==> src/rtl/mem_arbiter.sv <==
// rtl/mem_arbiter.sv - single-port memory arbiter for fetch and load/store requesters
module mem_arbiter #(
    parameter int ADDR_W     = 32,
    parameter int DATA_W     = 32,
    parameter int MEM_LAT    = 2,
    parameter int STARVE_MAX = 3
) (
    input  logic                clk,
    input  logic                rst,
    input  logic                if_req,
    input  logic [ADDR_W-1:0]   if_addr,
    output logic                if_gnt,
    output logic                if_valid,
    output logic [DATA_W-1:0]   if_rdata,
    input  logic                d_req,
    input  logic                d_we,
    input  logic [DATA_W/8-1:0] d_be,
    input  logic [ADDR_W-1:0]   d_addr,
    input  logic [DATA_W-1:0]   d_wdata,
    output logic                d_gnt,
    output logic                d_valid,
    output logic [DATA_W-1:0]   d_rdata,
    output logic                mem_en,
    output logic                mem_we,
    output logic [DATA_W/8-1:0] mem_be,
    output logic [ADDR_W-1:0]   mem_addr,
    output logic [DATA_W-1:0]   mem_wdata,
    input  logic [DATA_W-1:0]   mem_rdata
);

    localparam int BE_W  = DATA_W / 8;
    localparam int CNT_W = (MEM_LAT > 1) ? $clog2(MEM_LAT) : 1;
    localparam int SC_W  = $clog2(STARVE_MAX + 1);
    localparam logic [CNT_W-1:0] LAT_LOAD   = CNT_W'(MEM_LAT - 1);
    localparam logic [SC_W-1:0]  STARVE_TOP = SC_W'(STARVE_MAX);

    typedef enum logic [1:0] {
        IDLE,
        BUSY,
        RESP
    } state_t;

    state_t             state, state_nxt;
    logic [CNT_W-1:0]   lat_cnt, lat_cnt_nxt;
    logic [SC_W-1:0]    starve_cnt, starve_nxt;
    logic               owner_d, owner_d_nxt;

    logic               if_gnt_nxt, if_valid_nxt, d_gnt_nxt, d_valid_nxt;
    logic [DATA_W-1:0]  if_rdata_nxt, d_rdata_nxt;
    logic               mem_en_nxt, mem_we_nxt;
    logic [BE_W-1:0]    mem_be_nxt;
    logic [ADDR_W-1:0]  mem_addr_nxt;
    logic [DATA_W-1:0]  mem_wdata_nxt;

    logic               arb, win_d, win_i, last_beat;

    // Fetches are always word aligned, so the low address bits are dropped.
    logic               unused_addr_bits;
    assign unused_addr_bits = ^if_addr[1:0];

    always_comb begin
        arb       = (state == IDLE) || (state == RESP);
        win_d     = arb && d_req && (!if_req || (starve_cnt != STARVE_TOP));
        win_i     = arb && if_req && !win_d;
        last_beat = (state == BUSY) && (lat_cnt == '0);

        state_nxt     = state;
        lat_cnt_nxt   = lat_cnt;
        starve_nxt    = starve_cnt;
        owner_d_nxt   = owner_d;
        if_gnt_nxt    = win_i;
        d_gnt_nxt     = win_d;
        if_valid_nxt  = last_beat && !owner_d;
        d_valid_nxt   = last_beat && owner_d;
        if_rdata_nxt  = if_rdata;
        d_rdata_nxt   = d_rdata;
        mem_en_nxt    = 1'b0;
        mem_we_nxt    = 1'b0;
        mem_be_nxt    = '0;
        mem_addr_nxt  = '0;
        mem_wdata_nxt = '0;

        case (state)
            BUSY: begin
                if (last_beat) begin
                    state_nxt = RESP;
                    if (!owner_d) begin
                        if_rdata_nxt = mem_rdata;
                    end else if (!mem_we) begin
                        d_rdata_nxt = mem_rdata;
                    end
                end else begin
                    lat_cnt_nxt   = lat_cnt - 1'b1;
                    mem_en_nxt    = 1'b1;
                    mem_we_nxt    = mem_we;
                    mem_be_nxt    = mem_be;
                    mem_addr_nxt  = mem_addr;
                    mem_wdata_nxt = mem_wdata;
                end
            end
            IDLE, RESP: state_nxt = IDLE;
            default:    state_nxt = IDLE;
        endcase

        // Starvation only counts data wins that actually held off a waiting fetch.
        if (arb) begin
            if (win_i || !if_req) begin
                starve_nxt = '0;
            end else if (win_d && (starve_cnt != STARVE_TOP)) begin
                starve_nxt = starve_cnt + 1'b1;
            end
        end

        if (win_d || win_i) begin
            state_nxt   = BUSY;
            lat_cnt_nxt = LAT_LOAD;
            owner_d_nxt = win_d;
            mem_en_nxt  = 1'b1;
            if (win_d) begin
                mem_we_nxt    = d_we;
                mem_be_nxt    = d_be;
                mem_addr_nxt  = d_addr;
                mem_wdata_nxt = d_wdata;
            end else begin
                mem_we_nxt    = 1'b0;
                mem_be_nxt    = '1;
                mem_addr_nxt  = {if_addr[ADDR_W-1:2], 2'b00};
                mem_wdata_nxt = '0;
            end
        end
    end

    always_ff @(posedge clk or negedge rst) begin
        if (!rst) begin
            state      <= IDLE;
            lat_cnt    <= '0;
            starve_cnt <= '0;
            owner_d    <= 1'b0;
            if_gnt     <= 1'b0;
            if_valid   <= 1'b0;
            if_rdata   <= '0;
            d_gnt      <= 1'b0;
            d_valid    <= 1'b0;
            d_rdata    <= '0;
            mem_en     <= 1'b0;
            mem_we     <= 1'b0;
            mem_be     <= '0;
            mem_addr   <= '0;
            mem_wdata  <= '0;
        end else begin
            state      <= state_nxt;
            lat_cnt    <= lat_cnt_nxt;
            starve_cnt <= starve_nxt;
            owner_d    <= owner_d_nxt;
            if_gnt     <= if_gnt_nxt;
            if_valid   <= if_valid_nxt;
            if_rdata   <= if_rdata_nxt;
            d_gnt      <= d_gnt_nxt;
            d_valid    <= d_valid_nxt;
            d_rdata    <= d_rdata_nxt;
            mem_en     <= mem_en_nxt;
            mem_we     <= mem_we_nxt;
            mem_be     <= mem_be_nxt;
            mem_addr   <= mem_addr_nxt;
            mem_wdata  <= mem_wdata_nxt;
        end
    end

endmodule

==> config.mk <==
export PLATFORM = sky130hd
export DESIGN_NAME = mem_arbiter
export DESIGN_NICKNAME = d
export VERILOG_FILES = /design/src/rtl/mem_arbiter.sv
export SDC_FILE = /design/constraint.sdc
export NUM_CORES = 1
export LEC_CHECK = 0
export BUFFER_PORTS_ARGS = -buffer_cell sky130_fd_sc_hd__buf_2
export CORE_MARGIN = 2
export CORE_UTILIZATION = 45
export DETAILED_ROUTE_END_ITERATION = 12
export PLACE_DENSITY = 0.81
export RECOVER_POWER = 25
export REMOVE_ABC_BUFFERS = 1
export SLEW_MARGIN = 5
export SYNTH_ARGS = -nofsm -noshare
export SYNTH_HDL_FRONTEND = slang
export SYNTH_SLANG_ARGS = --single-unit
==> constraint.sdc <==
create_clock -name clk -period 1.8 [get_ports clk]
set_input_delay 0.27 -clock clk [delete_from_list [all_inputs] [get_ports clk]]
set_output_delay 0.27 -clock clk [all_outputs]
set_load 0.02 [all_outputs]
==> results of run 1 <==
[flip-flops by register name, indices dropped and copies added (netlist names), 2 cells and up]
| register | cells |
|---|---|
| mem_wdata | 32 |
| mem_be | 4 |
| d_rdata | 32 |
| state | 2 |
| if_rdata | 32 |
| starve_cnt | 2 |
| mem_addr | 32 |
[stage by stage]
step / instances / TNS [ns] / hold slack (ns) / instance area [µm²]
final: 852 / 0 / 0.0872 / 7930
after global routing: 851 / 0 / 0.0659 / 7930
after CTS: 850 / 0 / 0.0717 / 7930
after detailed placement: 819 / 0 / 0.242 / 7300
after global placement: 819 / 0 / 0.237 / 7300
after floorplan: 361 / -133.14 / -0.0256 / 5510
[final cells by class]
cell class	instances	area share (%)
inverter	34	1.61
clock buffer	21	5.81
multi-input combinational	183	22.5
tap	172	2.71
timing repair buffer	287	19.9
clock inverter	9	2.00
antenna	2	0.0631
sequential	144	45.4
[logic make-up (layout without fill, tap and decap cells)]
kind of cell | Yosys count | in the layout | synth area share (%)
AND/OR/NAND/NOR | 12 | 12 | 1.56
multiplexers | 64 | 64 | 12.7
flip-flops | 144 | 144 | 63.4
buffers and inverters | 68 | 351 | 5.28
other | 0 | 2 | 0
AO/OA/AOI/OAI | 106 | 106 | 16.8
adder cells (fa/ha/maj) | 1 | 1 | 0.220
[worst max-delay path: stages, from the launching register on]
cell,delay (ns)
dfrtp_1,0.45
nand2b_1,0.20
nor4b_4,0.29
buf_12,0.25
mux2_2,0.37
[synthesized netlist by cell type (4+ instances only)]
cell type / number
dfrtp_1: 144
mux2_2: 60
a22o_1: 35
a221o_1: 34
inv_1: 33
a2111oi_0: 30
clkbuf_1: 20
buf_2: 9
buf_6: 4
mux2_1: 4
nand2_1: 4
[power by group through the flow]
stage | Clock (µW) | Sequential, µW | Combinational (µW)
after floorplan | 0 | 7060 | 2030
after global placement | 0 | 5360 | 6020
after detailed placement | 0 | 5420 | 6190
after CTS | 3710 | 5440 | 6210
after global routing | 3870 | 5600 | 6590
final | 3660 | 5440 | 6160
[layer usage]
metal	vias to the layer above	global-route usage [%]	routed length (µm)
met4	0	10.4	284
met3	25	6.28	1140
met1	2147	26.4	6040
met5	-	0	0
li1	2041	-	-
met2	200	36.7	7530
[how the worst max path moves through the flow]
stage          startpoint      endpoint  slack [ns]
3_5_place_dp     state[0]    d_rdata[7]        0.13
6_report         state[0]    d_rdata[2]        0.11
5_1_grt          state[0]    d_rdata[2]        0.01
4_1_cts          state[0]    d_rdata[2]        0.11
2_1_floorplan    state[0]  mem_addr[10]       -1.11
3_3_place_gp     state[0]   d_rdata[19]        0.19
[cell usage in the layout, fill, tap and decap left out, types with 3 or more instances in the layout]
cell type and count:
buf_2 271, dfrtp_1 144, mux2_2 60, a22o_1 35, a221o_1 34, inv_1 33
a2111oi_0 30, clkbuf_16 17, buf_12 8, buf_4 6, nand2_1 4, mux2_1 4
bufinv_16 4, clkinv_4 3
==> results.ini, run 1 <==
[global_route]
grt_pass1_vias = 4459
antenna_found_initial = 2
grt-ovfl-total = 0
grt_max_degree = 70
grt_usage_pct = 22.0
grt_pass1_wl_um = 22600

[drt]
vias = 4413
dr.pass1.iters = 4
antenna_left = 0
drtIter0Drc = 311
wl_per_cell_um = 17.6
drc = 0
wl_um = 15000
routed_via_density = 5.18

[sta]
maxSlewViolCount = 0
max_freq_ghz = 0.591
worstMarginPinSlew_ns = 1.28
rsz0062_at_grt = no
timing_hold_violations_final = 0
slew_headroom_pct = 14.6
min_period_ns = 1.69
finalCritPeriodShare_pct = 94.0
finalSetupViolCount = 0
finClkSkew_ns = 0.00974
fin_ws_ns = 0.107

[synth]
synth.area.top_cells = dfrtp_1 (63%), mux2_2 (12%), a221o_1 (6.0%)
ys_seq_elements = 144
yosysSeqAreaShare_pct = 63.4
synthCells = 395
synth_edf_count = 0
synth_area_mm2 = 0.00568
synth_top_flop_cell = dfrtp_1
synthArstFlopShare_pct = 100
avgSynthCellArea_um2 = 14.4
ys_types = 26
yosysWarnings = 0
yosysTopAreaCell = dfrtp_1
synth_top_area_share_pct = 63.4

[final_layout]
fill_cells = 945
nets = 805
ff_latch_area_mm2 = 0.00360
multi_input_area_mm2 = 0.00178
post-route-util_pct = 63.6
syn_to_final_growth_pct = 39.6
drive_gt1_share_pct = 55.8

[power]
sw_frac_of_total_pct = 37.7
peakVddDrop_mv = 0.854
power.total_uw = 15300
p_int_uw = 9510
p_clk_share_pct = 24.0
switchingPower_uw = 5750
pwr-share-seq_pct = 35.6
leakage_uw = 0.00409
p_comb_share_pct = 40.3
power_density_mw_per_mm2 = 1920

[critical_path]
reg2reg_to = d_rdata[2]
r2r-start = state[0]
cp.arrival_ns = 1.97
worst_setup_path_end_kind = register
r2r_slack_ns = 0.11
rr_worst_depth = 4
start_kind = register
path_max_fanout = 32
crit_type = register to register
crit_required_ns = 2.08

[cts]
insertion_delay_ns = 0.40
ctsResizeCount = 0
clkTransAtPathRegs_ns = 0.06
cts_buffers = 17
clockBufferDepth = 2
numClockSinks = 144
cts-root-buf = clkbuf_16
postCtsHoldBufs = 1
cts_tree = yes
htree_num_levels = 4
post-cts-setup-buffers = 0

[status]
status = completed

[worst_hold_path]
hold_path.startpoint = d_wdata[19]
hold_depth = 2
hold_end = mem_wdata[19]
hp-class = input port to register

[die]
die_h_um = 116
dieArea_mm2 = 0.0135
die_w_um = 116
ios = 275
rows = 41
core-area_mm2 = 0.0125
start_util_pct = 45.6

[placement]
io_buffers = 272
pre_cts_ws_ns = 0.127
gp_congestion = 0.751
hpwl_um = 10500

[run]
maxCapViolCount = 0

No activity file was read; power rests on OpenSTA's default activity.
==> run 2: changes to the inputs <==
CORE_ASPECT_RATIO = 0.7   (was unset)
==> run 2 against run 1 <==
Clock skew about the same. Power down 1.5%. Sequential power down 0.9%. Final cell count down 0.94%. Critical endpoint is now d_rdata[5]. Combinational power about the same. Critical path depth unchanged. Largest power group unchanged. Sequential cell count unchanged. Critical path type unchanged. Cell area down 0.73%. Clock power down 5.7%. Largest cell class unchanged.
==> results.ini, run 2 (same netlist as run 1, synthesis figures left out) <==
[critical_path]
cp.arrival_ns = 1.92  ; -0.05 ns
crit_type = register to register
worst_setup_path_end_kind = register
crit_slowest_cell = mux2_2
crit_chain = nand2b_1, nor4b_4, buf_12, mux2_2
cp_top_family = simple AND/OR/NAND/NOR gates
start_kind = register
path_buf_inv = 1  ; unchanged
max_stage_delay_ns = 0.37  ; -0.08 ns
path_max_fanout = 32  ; unchanged
crit_required_ns = 2.08  ; about the same

[power]
power.total_uw = 15000  ; -1.5%
peakVddDrop_mv = 0.991  ; +16%
sw_frac_of_total_pct = 38.8  ; +1.1 points
p_comb_share_pct = 41.2  ; +0.9 points
pwr-share-seq_pct = 35.8  ; +0.2 points
switchingPower_uw = 5840  ; +1.5%
p_int_uw = 9190  ; -3.3%
power_density_mw_per_mm2 = 1910  ; -0.80%
p_clk_share_pct = 22.9  ; -1.1 points
leakage_uw = 0.00406  ; -0.72%

[die]
die_h_um = 98.0  ; -16%
die_w_um = 138  ; +19%
core-area_mm2 = 0.0124  ; -0.69%
dieArea_mm2 = 0.0136  ; +0.11%
ios = 275  ; unchanged
start_util_pct = 45.9  ; +0.32 points
rows = 34  ; -17%

[global_route]
grt_max_degree = 62  ; -11%
antenna_found_initial = 0  ; -2
grt_pass1_wl_um = 23600  ; +4.5%
grt-ovfl-total = 0  ; unchanged
grt_usage_pct = 21.9  ; -0.12 points
grt_pass1_vias = 4600  ; +3.2%

[drt]
dr.pass1.iters = 5  ; +1
drc = 0  ; unchanged
antenna_left = 0  ; unchanged
routed_via_density = 5.41  ; +4.4%
drtIter0Drc = 206  ; -34%
wl_per_cell_um = 17.7  ; +0.83%
wl_um = 15000  ; -0.12%
vias = 4562  ; +3.4%

[sta]
fin_ws_ns = 0.157  ; +0.0502 ns
slew_headroom_pct = 23.6  ; +9.0 points
maxSlewViolCount = 0  ; unchanged
worstMarginPinSlew_ns = 1.15  ; -0.136 ns
rsz0062_at_grt = no
finClkSkew_ns = 0.00955  ; -0.000190 ns
finalSetupTns_ns = 0  ; unchanged
max_freq_ghz = 0.609  ; +3.1%
finalSetupViolCount = 0  ; unchanged
min_period_ns = 1.64  ; -0.0502 ns
hold-worst-slack_ns = 0.0903  ; +0.00311 ns
finalCritPeriodShare_pct = 91.3  ; -2.8 points
timing_hold_violations_final = 0  ; unchanged

[placement]
dp.cells = 811  ; -0.98%
gp_congestion = 0.822  ; +9.5%
pre_cts_ws_ns = 0.178  ; +0.0505 ns
io_buffers = 272  ; unchanged
hpwl_um = 10600  ; +1.1%

[final_layout]
layout_common_cells = buf_2 (271), dfrtp_1 (144), mux2_2 (60)
mostFrequentLayoutCell = buf_2
nets = 807  ; +0.25%
drive_gt1_share_pct = 56.0  ; +0.26 points
instances_no_fill = 844  ; -0.94%
diodes = 0  ; -2
syn_to_final_growth_pct = 38.6
fill_cells = 956  ; +1.2%

[cts]
cts_tree = yes
cts_buffers = 17  ; unchanged
htree_num_levels = 4  ; unchanged
clkTransAtPathRegs_ns = 0.06  ; about the same
cts-root-buf = clkbuf_16
insertion_delay_ns = 0.40  ; about the same
ctsResizeCount = 0  ; unchanged
numClockSinks = 144  ; unchanged
clockBufferDepth = 2  ; unchanged

[status]
status = completed

[worst_hold_path]
hp-class = input port to register

[run]
maxCapViolCount = 0  ; unchanged

## run 2: cell types whose count changed in the layout (fill, tap and decap cells not counted)
cell | before | now
buf_4 | 6 | 9
buf_6 | 0 | 1
clkinvlp_4 | 1 | 5
clkinv_4 | 3 | 1
inv_8 | 0 | 1
inv_6 | 0 | 4
clkinv_2 | 1 | 0
diode_2 | 2 | 0
bufinv_16 | 4 | 2
buf_12 | 8 | 6
clkbuf_8 | 2 | 0
## run 2: worst register-to-register path, cell delays in order, from the launching register on
cell and delay (ns):
dfrtp_1 0.35, nand2b_1 0.23, nor4b_4 0.30, buf_12 0.25, mux2_2 0.40
## run 2: layer usage
metal,vias to the layer above,track usage (%),share of wire [%]
met5,-,0,0
met4,0,7.69,1.9
met3,30,6.13,7.3
met2,251,36.7,50
met1,2230,27.6,41
li1,2051,-,-
## run 2: power by group through the flow
stage          clock network (µW)  registers [µW]  logic (µW)
2_1_floorplan                   0            7060        2030
3_3_place_gp                    0            5320        6060
4_1_cts                      3530            5380        6250
3_5_place_dp                    0            5410        6240
5_1_grt                      3680            5560        6560
6_report                     3450            5390        6190
## run 2: path summary, 6_finish.rpt
kind	startpoint	endpoint	slack [ns]	cells after the start
worst min-delay path	d_wdata[23]	mem_wdata[23]	0.09	2
worst max register to register	state[1]	d_rdata[5]	0.16	4
worst max-delay path	state[1]	d_rdata[5]	0.16	4
min in group asynchronous	rst	mem_addr[27]	0.63	2
worst min register to register	d_rdata[29]	d_rdata[29]	0.48	1
max in group asynchronous	rst	starve_cnt[0]	0.27	3
## run 2: area by class of cell
type                            instances  area [µm²]  share of cell area [%]
Timing Repair Buffer                  289        1570                    19.9
Tap cell                              162         203                    2.57
Clock inverter                         13         153                    1.94
Inverter                               34         128                    1.62
Clock buffer                           19         433                    5.50
Multi-Input combinational cell        183        1780                    22.7
Sequential cell                       144        3600                    45.8
## run 2: what timing repair did
| action | 4_1_cts | 5_1_grt |
|---|---|---|
| hold endpoints to repair | 40 | 0 |
| setup endpoints to repair | 0 | 0 |
| hold buffers | 1 | 0 |
| buffers inserted | 0 | 0 |
## run 2: stage by stage
stage,util (%),cell area (µm²)
floorplan,-,5510
global placement,58.9,7290
detailed placement,58.9,7290
CTS,63.7,7890
global route,63.6,7870
finish,63.6,7870
